--- src/rtl/hbridge_deadtime_if.sv ---
`default_nettype none
// ============================================================================
// Module      : hbridge_deadtime_if
// Description : Signal bundle between the microstepper phase outputs and
//               the dead-time inserter / gate pins for one coil H-bridge.
//               master = request side (phase generator / bench),
//               slave  = hbridge_deadtime.
// Signals     : enable, deadtime[DT_W], req_high_1/req_low_1,
//               req_high_2/req_low_2, fault_clear   (master -> slave)
//               high_1, low_1, high_2, low_2, fault, busy (slave -> master)
// Revision    : 1.0 - initial release
// ============================================================================
interface hbridge_deadtime_if #(
    parameter int DT_W = 8
);
    logic            enable;
    logic [DT_W-1:0] deadtime;
    logic            req_high_1;
    logic            req_low_1;
    logic            req_high_2;
    logic            req_low_2;
    logic            fault_clear;
    logic            high_1;
    logic            low_1;
    logic            high_2;
    logic            low_2;
    logic            fault;
    logic            busy;

    modport master (
        output enable, deadtime, req_high_1, req_low_1,
               req_high_2, req_low_2, fault_clear,
        input  high_1, low_1, high_2, low_2, fault, busy
    );

    modport slave (
        input  enable, deadtime, req_high_1, req_low_1,
               req_high_2, req_low_2, fault_clear,
        output high_1, low_1, high_2, low_2, fault, busy
    );
endinterface
`default_nettype wire

--- src/rtl/hbridge_deadtime.sv ---
`default_nettype none
// ============================================================================
// Module      : hbridge_deadtime
// Description : Break-before-make dead-time inserter and shoot-through guard
//               for one stepper coil H-bridge (two legs). Each leg runs an
//               OFF / DRV_H / DRV_L FSM with a dead-time down-counter; a leg
//               never drives high and low together and every turn-off is
//               followed by deadtime+1 clocks with both switches open.
// Ports       : clk     - system clock
//               resetn  - asynchronous active-low reset
//               bus     - hbridge_deadtime_if.slave (requests, enable,
//                         deadtime, fault_clear in; gates, fault, busy out)
// Revision    : 1.0 - initial release
// ============================================================================
module hbridge_deadtime #(
    parameter int DT_W = 8
) (
    input  wire logic          clk,
    input  wire logic          resetn,
    hbridge_deadtime_if.slave  bus
);

    typedef enum logic [1:0] {
        ST_OFF   = 2'd0,
        ST_DRV_H = 2'd1,
        ST_DRV_L = 2'd2
    } leg_state_t;

    logic [1:0] w_req_h;
    logic [1:0] w_req_l;
    logic [1:0] w_illegal;
    logic       w_any_illegal;
    logic       w_hold;
    logic       r_fault;
    logic       w_fault_next;
    logic [1:0] w_drv_h;
    logic [1:0] w_drv_l;
    logic [1:0] w_cnt_nz;

    assign w_req_h       = {bus.req_high_2, bus.req_high_1};
    assign w_req_l       = {bus.req_low_2,  bus.req_low_1};
    assign w_illegal     = w_req_h & w_req_l;
    assign w_any_illegal = |w_illegal;

    // Both legs are parked whenever a shoot-through request is seen this
    // edge, the sticky fault is still set, or the driver is disabled.
    assign w_hold = w_any_illegal | r_fault | ~bus.enable;

    // An ILLEGAL request outranks a simultaneous clear pulse.
    always_comb begin
        w_fault_next = r_fault;
        if (w_any_illegal) begin
            w_fault_next = 1'b1;
        end else if (bus.fault_clear) begin
            w_fault_next = 1'b0;
        end
    end

    always_ff @(posedge clk or negedge resetn) begin
        if (!resetn) begin
            r_fault <= 1'b0;
        end else begin
            r_fault <= w_fault_next;
        end
    end

    for (genvar g = 0; g < 2; g++) begin : g_leg
        leg_state_t      r_state;
        leg_state_t      w_state_next;
        logic [DT_W-1:0] r_dcnt;
        logic [DT_W-1:0] w_dcnt_next;
        logic [DT_W-1:0] w_dcnt_dec;

        always_ff @(posedge clk or negedge resetn) begin
            if (!resetn) begin
                r_state <= ST_OFF;
                r_dcnt  <= '0;
            end else begin
                r_state <= w_state_next;
                r_dcnt  <= w_dcnt_next;
            end
        end

        // Saturating decrement: the counter idles at zero.
        assign w_dcnt_dec = (r_dcnt != '0) ? (r_dcnt - DT_W'(1)) : '0;

        always_comb begin
            w_state_next = r_state;
            w_dcnt_next  = r_dcnt;
            if (w_hold) begin
                w_state_next = ST_OFF;
                // Only a leg that was actually driving owes a dead time;
                // a leg already off keeps draining its count.
                if (r_state != ST_OFF) begin
                    w_dcnt_next = bus.deadtime;
                end else begin
                    w_dcnt_next = w_dcnt_dec;
                end
            end else begin
                case (r_state)
                    ST_DRV_H: begin
                        if (!(w_req_h[g] && !w_req_l[g])) begin
                            w_state_next = ST_OFF;
                            w_dcnt_next  = bus.deadtime;
                        end
                    end
                    ST_DRV_L: begin
                        if (!(w_req_l[g] && !w_req_h[g])) begin
                            w_state_next = ST_OFF;
                            w_dcnt_next  = bus.deadtime;
                        end
                    end
                    default: begin
                        // Request changes while counting do not restart the
                        // count; whatever is requested when it hits zero wins.
                        // ILLEGAL never reaches here because it forces hold.
                        w_state_next = ST_OFF;
                        if (r_dcnt != '0) begin
                            w_dcnt_next = w_dcnt_dec;
                        end else if (w_req_h[g]) begin
                            w_state_next = ST_DRV_H;
                        end else if (w_req_l[g]) begin
                            w_state_next = ST_DRV_L;
                        end
                    end
                endcase
            end
        end

        assign w_drv_h[g]  = (r_state == ST_DRV_H);
        assign w_drv_l[g]  = (r_state == ST_DRV_L);
        assign w_cnt_nz[g] = (r_dcnt != '0);
    end

    assign bus.high_1 = w_drv_h[0];
    assign bus.low_1  = w_drv_l[0];
    assign bus.high_2 = w_drv_h[1];
    assign bus.low_2  = w_drv_l[1];
    assign bus.fault  = r_fault;
    assign bus.busy   = |w_cnt_nz;

endmodule
`default_nettype wire
--- src/flat_wrapper.sv ---
// flat-port wrapper written by rule: the top's interface ports become plain ports
module hbridge_deadtime_flat 
#(
    parameter int DT_W = 8
)
  (clk, resetn, bus_enable, bus_deadtime, bus_req_high_1, bus_req_low_1, bus_req_high_2, bus_req_low_2, bus_fault_clear, bus_high_1, bus_low_1, bus_high_2, bus_low_2, bus_fault, bus_busy);
  hbridge_deadtime_if #(.DT_W(DT_W)) bus_i ();
  input  wire logic clk;
  input  wire logic resetn;
  input wire logic [$bits(bus_i.enable)-1:0] bus_enable;
  input wire logic [$bits(bus_i.deadtime)-1:0] bus_deadtime;
  input wire logic [$bits(bus_i.req_high_1)-1:0] bus_req_high_1;
  input wire logic [$bits(bus_i.req_low_1)-1:0] bus_req_low_1;
  input wire logic [$bits(bus_i.req_high_2)-1:0] bus_req_high_2;
  input wire logic [$bits(bus_i.req_low_2)-1:0] bus_req_low_2;
  input wire logic [$bits(bus_i.fault_clear)-1:0] bus_fault_clear;
  output wire logic [$bits(bus_i.high_1)-1:0] bus_high_1;
  output wire logic [$bits(bus_i.low_1)-1:0] bus_low_1;
  output wire logic [$bits(bus_i.high_2)-1:0] bus_high_2;
  output wire logic [$bits(bus_i.low_2)-1:0] bus_low_2;
  output wire logic [$bits(bus_i.fault)-1:0] bus_fault;
  output wire logic [$bits(bus_i.busy)-1:0] bus_busy;
  assign bus_i.enable = bus_enable;
  assign bus_i.deadtime = bus_deadtime;
  assign bus_i.req_high_1 = bus_req_high_1;
  assign bus_i.req_low_1 = bus_req_low_1;
  assign bus_i.req_high_2 = bus_req_high_2;
  assign bus_i.req_low_2 = bus_req_low_2;
  assign bus_i.fault_clear = bus_fault_clear;
  assign bus_high_1 = bus_i.high_1;
  assign bus_low_1 = bus_i.low_1;
  assign bus_high_2 = bus_i.high_2;
  assign bus_low_2 = bus_i.low_2;
  assign bus_fault = bus_i.fault;
  assign bus_busy = bus_i.busy;
  hbridge_deadtime #(.DT_W(DT_W)) u_core (.clk(clk), .resetn(resetn), .bus(bus_i));
endmodule
--- config.mk ---
export PLATFORM = sky130hd
export DESIGN_NAME = hbridge_deadtime_flat
export DESIGN_NICKNAME = d
export VERILOG_FILES = /design/src/rtl/hbridge_deadtime_if.sv /design/src/rtl/hbridge_deadtime.sv /design/src/flat_wrapper.sv
export SDC_FILE = /design/constraint.sdc
export NUM_CORES = 1
export LEC_CHECK = 0
export CAP_MARGIN = 5
export CORE_MARGIN = 2
export CORE_UTILIZATION = 40
export CTS_BUF_LIST = sky130_fd_sc_hd__clkbuf_4 sky130_fd_sc_hd__clkbuf_8
export DETAILED_ROUTE_END_ITERATION = 7
export GPL_TIMING_DRIVEN = 0
export HOLD_SLACK_MARGIN = 0.08
export PLACE_DENSITY = 0.74
export REMOVE_ABC_BUFFERS = 1
export SLEW_MARGIN = 20
export SYNTH_ARGS = -nofsm -noshare
export SYNTH_HDL_FRONTEND = slang
export SYNTH_SLANG_ARGS = --single-unit
--- constraint.sdc ---
create_clock -name clk -period 5.4 [get_ports clk]
set_clock_uncertainty 0.2 [all_clocks]
set_input_delay 0.81 -clock clk [delete_from_list [all_inputs] [get_ports clk]]
set_output_delay 0.81 -clock clk [all_outputs]
set_load 0.01 [all_outputs]
# After elaboration in Yosys (flattened, before gate mapping)
# Index checks and enable logic that the tools add are counted.
# classes
addsub,2
n_eq_ne,8
mux,30
bitwise,4
reduce_logical,21
# op_table
op,count
$mux W8,12
$pmux W8 S2,2
$mux W2,12
$reduce_bool A8 Y1,2
$sub A8 B1 Y8 const B,2
$ne A3 B2 Y1 const B,4
$pmux W2 S2,2
$reduce_bool A4 Y1,2
$reduce_and A3 Y1,2
$reduce_bool A2 Y1,3
$eq A2 B1 Y1 const B,2
$eq A2 B2 Y1 const B,2
$logic_and A1 B1 Y1,4
$logic_not A1 Y1,4
$reduce_and A2 Y1,2
$reduce_or A2 Y1,2
$and A2 B2 Y2,1
$mux W1,2
$or A1 B1 Y1,2
$not A1 Y1,1
# word_totals
regBits,21
in_bits,16
out_inout_bits,6
wordCells,70

# Longest topological paths before layout
# logic_depth
depth_word,6
ltp_mapped,8
mapped_depth_nobuf,7

# Worst setup path before layout
# No wires, ideal clock.
# synth_path
path_kind,reg2out
start,register u_core.g_leg[0].r_dcnt[0]
end,output bus_busy
arrival_time_ns,1.615
slack_ns,2.775
path_stages_with_launch,7
path_buffers,1
cell_sequence,dfrtp_1 inv_1 ha_1 nor4b_1 and2_0 clkbuf_1 nand2_1
# synth_via
elab_chain_len,2
# synth_rtl
element,line_no,rtl
start: declaration,hbridge_deadtime.sv:70,logic [DT_W-1:0] r_dcnt;
start signal: assignment,hbridge_deadtime.sv:80,r_dcnt <= w_dcnt_next;
$reduce_bool A8 Y1,hbridge_deadtime.sv:132,assign w_cnt_nz[g] = (r_dcnt != '0);
$reduce_or A2 Y1,hbridge_deadtime.sv:140,assign bus.busy = |w_cnt_nz;
end: declaration,flat_wrapper.sv:22,output wire logic [$bits(bus_i.busy)-1:0] bus_busy;
# Every way passes these cells.

# Worst setup path after layout
# Same ends and word-level chain as after synthesis.

==> metrics <==
status=complete, no violations; DPL Wire Length=~2.4 mm; DR iter-0 viols=54; Hold Slack=about 0.3 ns; setup ws final=around 1.7 ns; register area=roughly 530 µm²; P_leak=about 0.78 nW; Critical Path AT=about 2.7 ns; Vias=about 1300; design area=1800 µm²; wirelength, routed=around 3.2 mm; share of cells above drive strength 1=about 8.9%; P&R area growth vs syn=18.9%; Clock Path Buffers=2; Max Clock Freq=~270 MHz; full die area=4300 µm²; Worst setup EP type=output pin; P per Cell Area=about 370 nW/µm²; RSZ-0062 raised after global routing=no; Post-synth EDFFs=0; GRT Util Overall=~16%; post-synthesis register bit count=21; Syn. warnings=0; met1 usage=between 20% and 30%; hold crit path type=primary input to async pin; max_cap viols=0; Synth cell types=43; Post-Syn Instances=around 170; # diodes=0; row cnt=22; Pre-antenna DRT Iters=4; number of global-route vias before repair=1214; first-pass GRT wire length=about 5.5 mm; R2R depth=6; commonest non-fill, non-tap cells in the layout=inv_1 (21), dfrtp_1 (21), clkdlybuf4s50_1 (20), a21oi_1 (13), mux2i_1 (13); Multi-input gate area=around 900 µm²; # clock sinks=21; slew at the pin closest to its max-slew limit=about 1.1 ns; fill count=~350; Primary FF master, synth=dfrtp_1; Sw Share=between 30 and 40%; worst-skew pair later-pin latency=0.26 ns; Reg power frac=40.1%; clock root cell=clkbuf_8; Die Span Y=around 66 µm; # IOs=22; # DRC=0; Buffers on Ports=21; GR Util met3=under 10%; Final Max Slew Viols=0; H-tree Lvls=1; setup bufs post-CTS=0; cts bufs inserted=3; Pint=around 0.00042 W; initial antenna violation count=0; syn_area_per_cell=8.82 µm²; CP startpoint kind=flop; die width=65.6 µm; gpl congestion=between 0.8 and 0.9; combinational share of power=a little over two fifths; Hold Vio Cnt, Final=0; area of the mapped netlist=1520 µm²; largest net degree at the start of global routing=22; minimum clock period=3.68 ns; # resized after CTS=0; Crit path required time=4.39 ns; GRT busiest layer=met2; Hold Buf Count CTS=0; setup TNS=0 ns; ys async rst share=100%; CTS tree=built; CTS clk-pin slew, worst paths=around 0.08 ns; sequential cell area fraction in the yosys report=roughly a third; Sw Pwr=roughly 0.00026 W; clock share of power=between 15 and 20%; period utilisation layout=between 60% and 70%; Worst slew margin=approximately 28%; Core ar.=between 3000 and 4000 µm²; DR WL/cell=approximately 13 µm; placed inst area=between 1500 and 2000 µm²; total gr overflow=0; Final ANT Viol Nets=0; Vias/cell=5.38; Max VDD drop=roughly 0.22 mV; final-stage net count=about 220; worst-path maximum fanout=6; met2 GRT Util=~25%; starting density of the core=between 40 and 50%; Finish-stage setup viols=0; pre-CTS setup slack=approximately 2.0 ns; total power=0.000675 W; WS Path Type=flop to output pin
## routing by layer
layer / vias to the layer above / part of all wire, %
met5: - / 0
met4: 0 / 1.6
met3: 5 / 5.2
met2: 34 / 42
met1: 589 / 51
li1: 662 / -
## power groups by stage
stage	Sequential, W	Clock (W)	Combinational, W
finish	0.000271	0.000110	0.000295
global route	0.000280	0.000122	0.000333
CTS	0.000269	0.000114	0.000296
detailed placement	0.000271	0	0.000296
global placement	0.000271	0	0.000292
floorplan	0.000258	0	0.000237
## area by class of cell
type	instances	area share, %
well taps	48	3.33
repair buffers	21	11.4
clock buffers	4	2.71
inverters	21	4.37
multi-input cells	125	49.1
flip-flops and latches	21	29.1
## synthesized netlist by cell type, types with 3 or more instances
library cell   n  area (µm²)
dfrtp_1       21         526
mux2i_1       13         130
o22ai_1        6        37.5
a21oi_1       13        65.1
nand2b_1       4        25.0
nor2_1        12        45.0
inv_1         21        78.8
a21oi_2        3        26.3
o21ai_0        7        35.0
nand3_1        6        30.0
o22ai_2        3        37.5
nand2_1        9        33.8
or3_1          3        18.8
nor3_1         7        35.0
ha_1           9         113
## registers in the layout, indices dropped and copies added (netlist names)
| name | flops |
|---|---|
| u_core.g_leg.r_dcnt | 16 |
| u_core.g_leg.r_state | 4 |
| u_core.bus.fault | 1 |
## path summary, 6_finish.rpt
check,startpoint,slack [ns],end
hold reg to reg,u_core.g_leg[1].r_dcnt[5]$_DFFE_PN0P_,0.30,u_core.g_leg[1].r_dcnt[5]$_DFFE_PN0P_
max in group asynchronous,resetn,4.37,u_core.g_leg[0].r_dcnt[7]$_DFFE_PN0P_
setup reg to reg,u_core.g_leg[0].r_dcnt[0]$_DFFE_PN0P_,2.35,u_core.g_leg[0].r_dcnt[3]$_DFFE_PN0P_
hold / removal,resetn,0.30,u_core.g_leg[1].r_dcnt[3]$_DFFE_PN0P_
min in group clk,u_core.g_leg[1].r_dcnt[5]$_DFFE_PN0P_,0.30,u_core.g_leg[1].r_dcnt[5]$_DFFE_PN0P_
setup / recovery,u_core.g_leg[0].r_dcnt[0]$_DFFE_PN0P_,1.72,bus_busy
## metrics by stage
stage	utilization, %	std cells
floorplan	-	167
detailed placement	48.1	236
global placement	47.9	236
global route	49.2	240
finish	49.2	240
CTS	49.4	240
## worst max-delay path: stages, from the launching register on
cell and delay [ns]:
dfrtp_1 0.40, inv_1 0.10, ha_1 0.20, nor4b_1 0.69, and2_0 0.41, nand2_1 0.10, clkdlybuf4s50_1 0.50
## logic make-up after synthesis
| logic type | after synthesis | share of synthesized area, % |
|---|---|---|
| AOI/OAI and AO/OA | 46 | 21.2 |
| adders and majority gates | 9 | 7.43 |
| buffers and inverters | 26 | 7.26 |
| DFF | 21 | 34.7 |
| muxes | 14 | 9.32 |
| and+or+nand+nor | 56 | 20.1 |
Note: power is estimated with default switching activity, not from simulation.
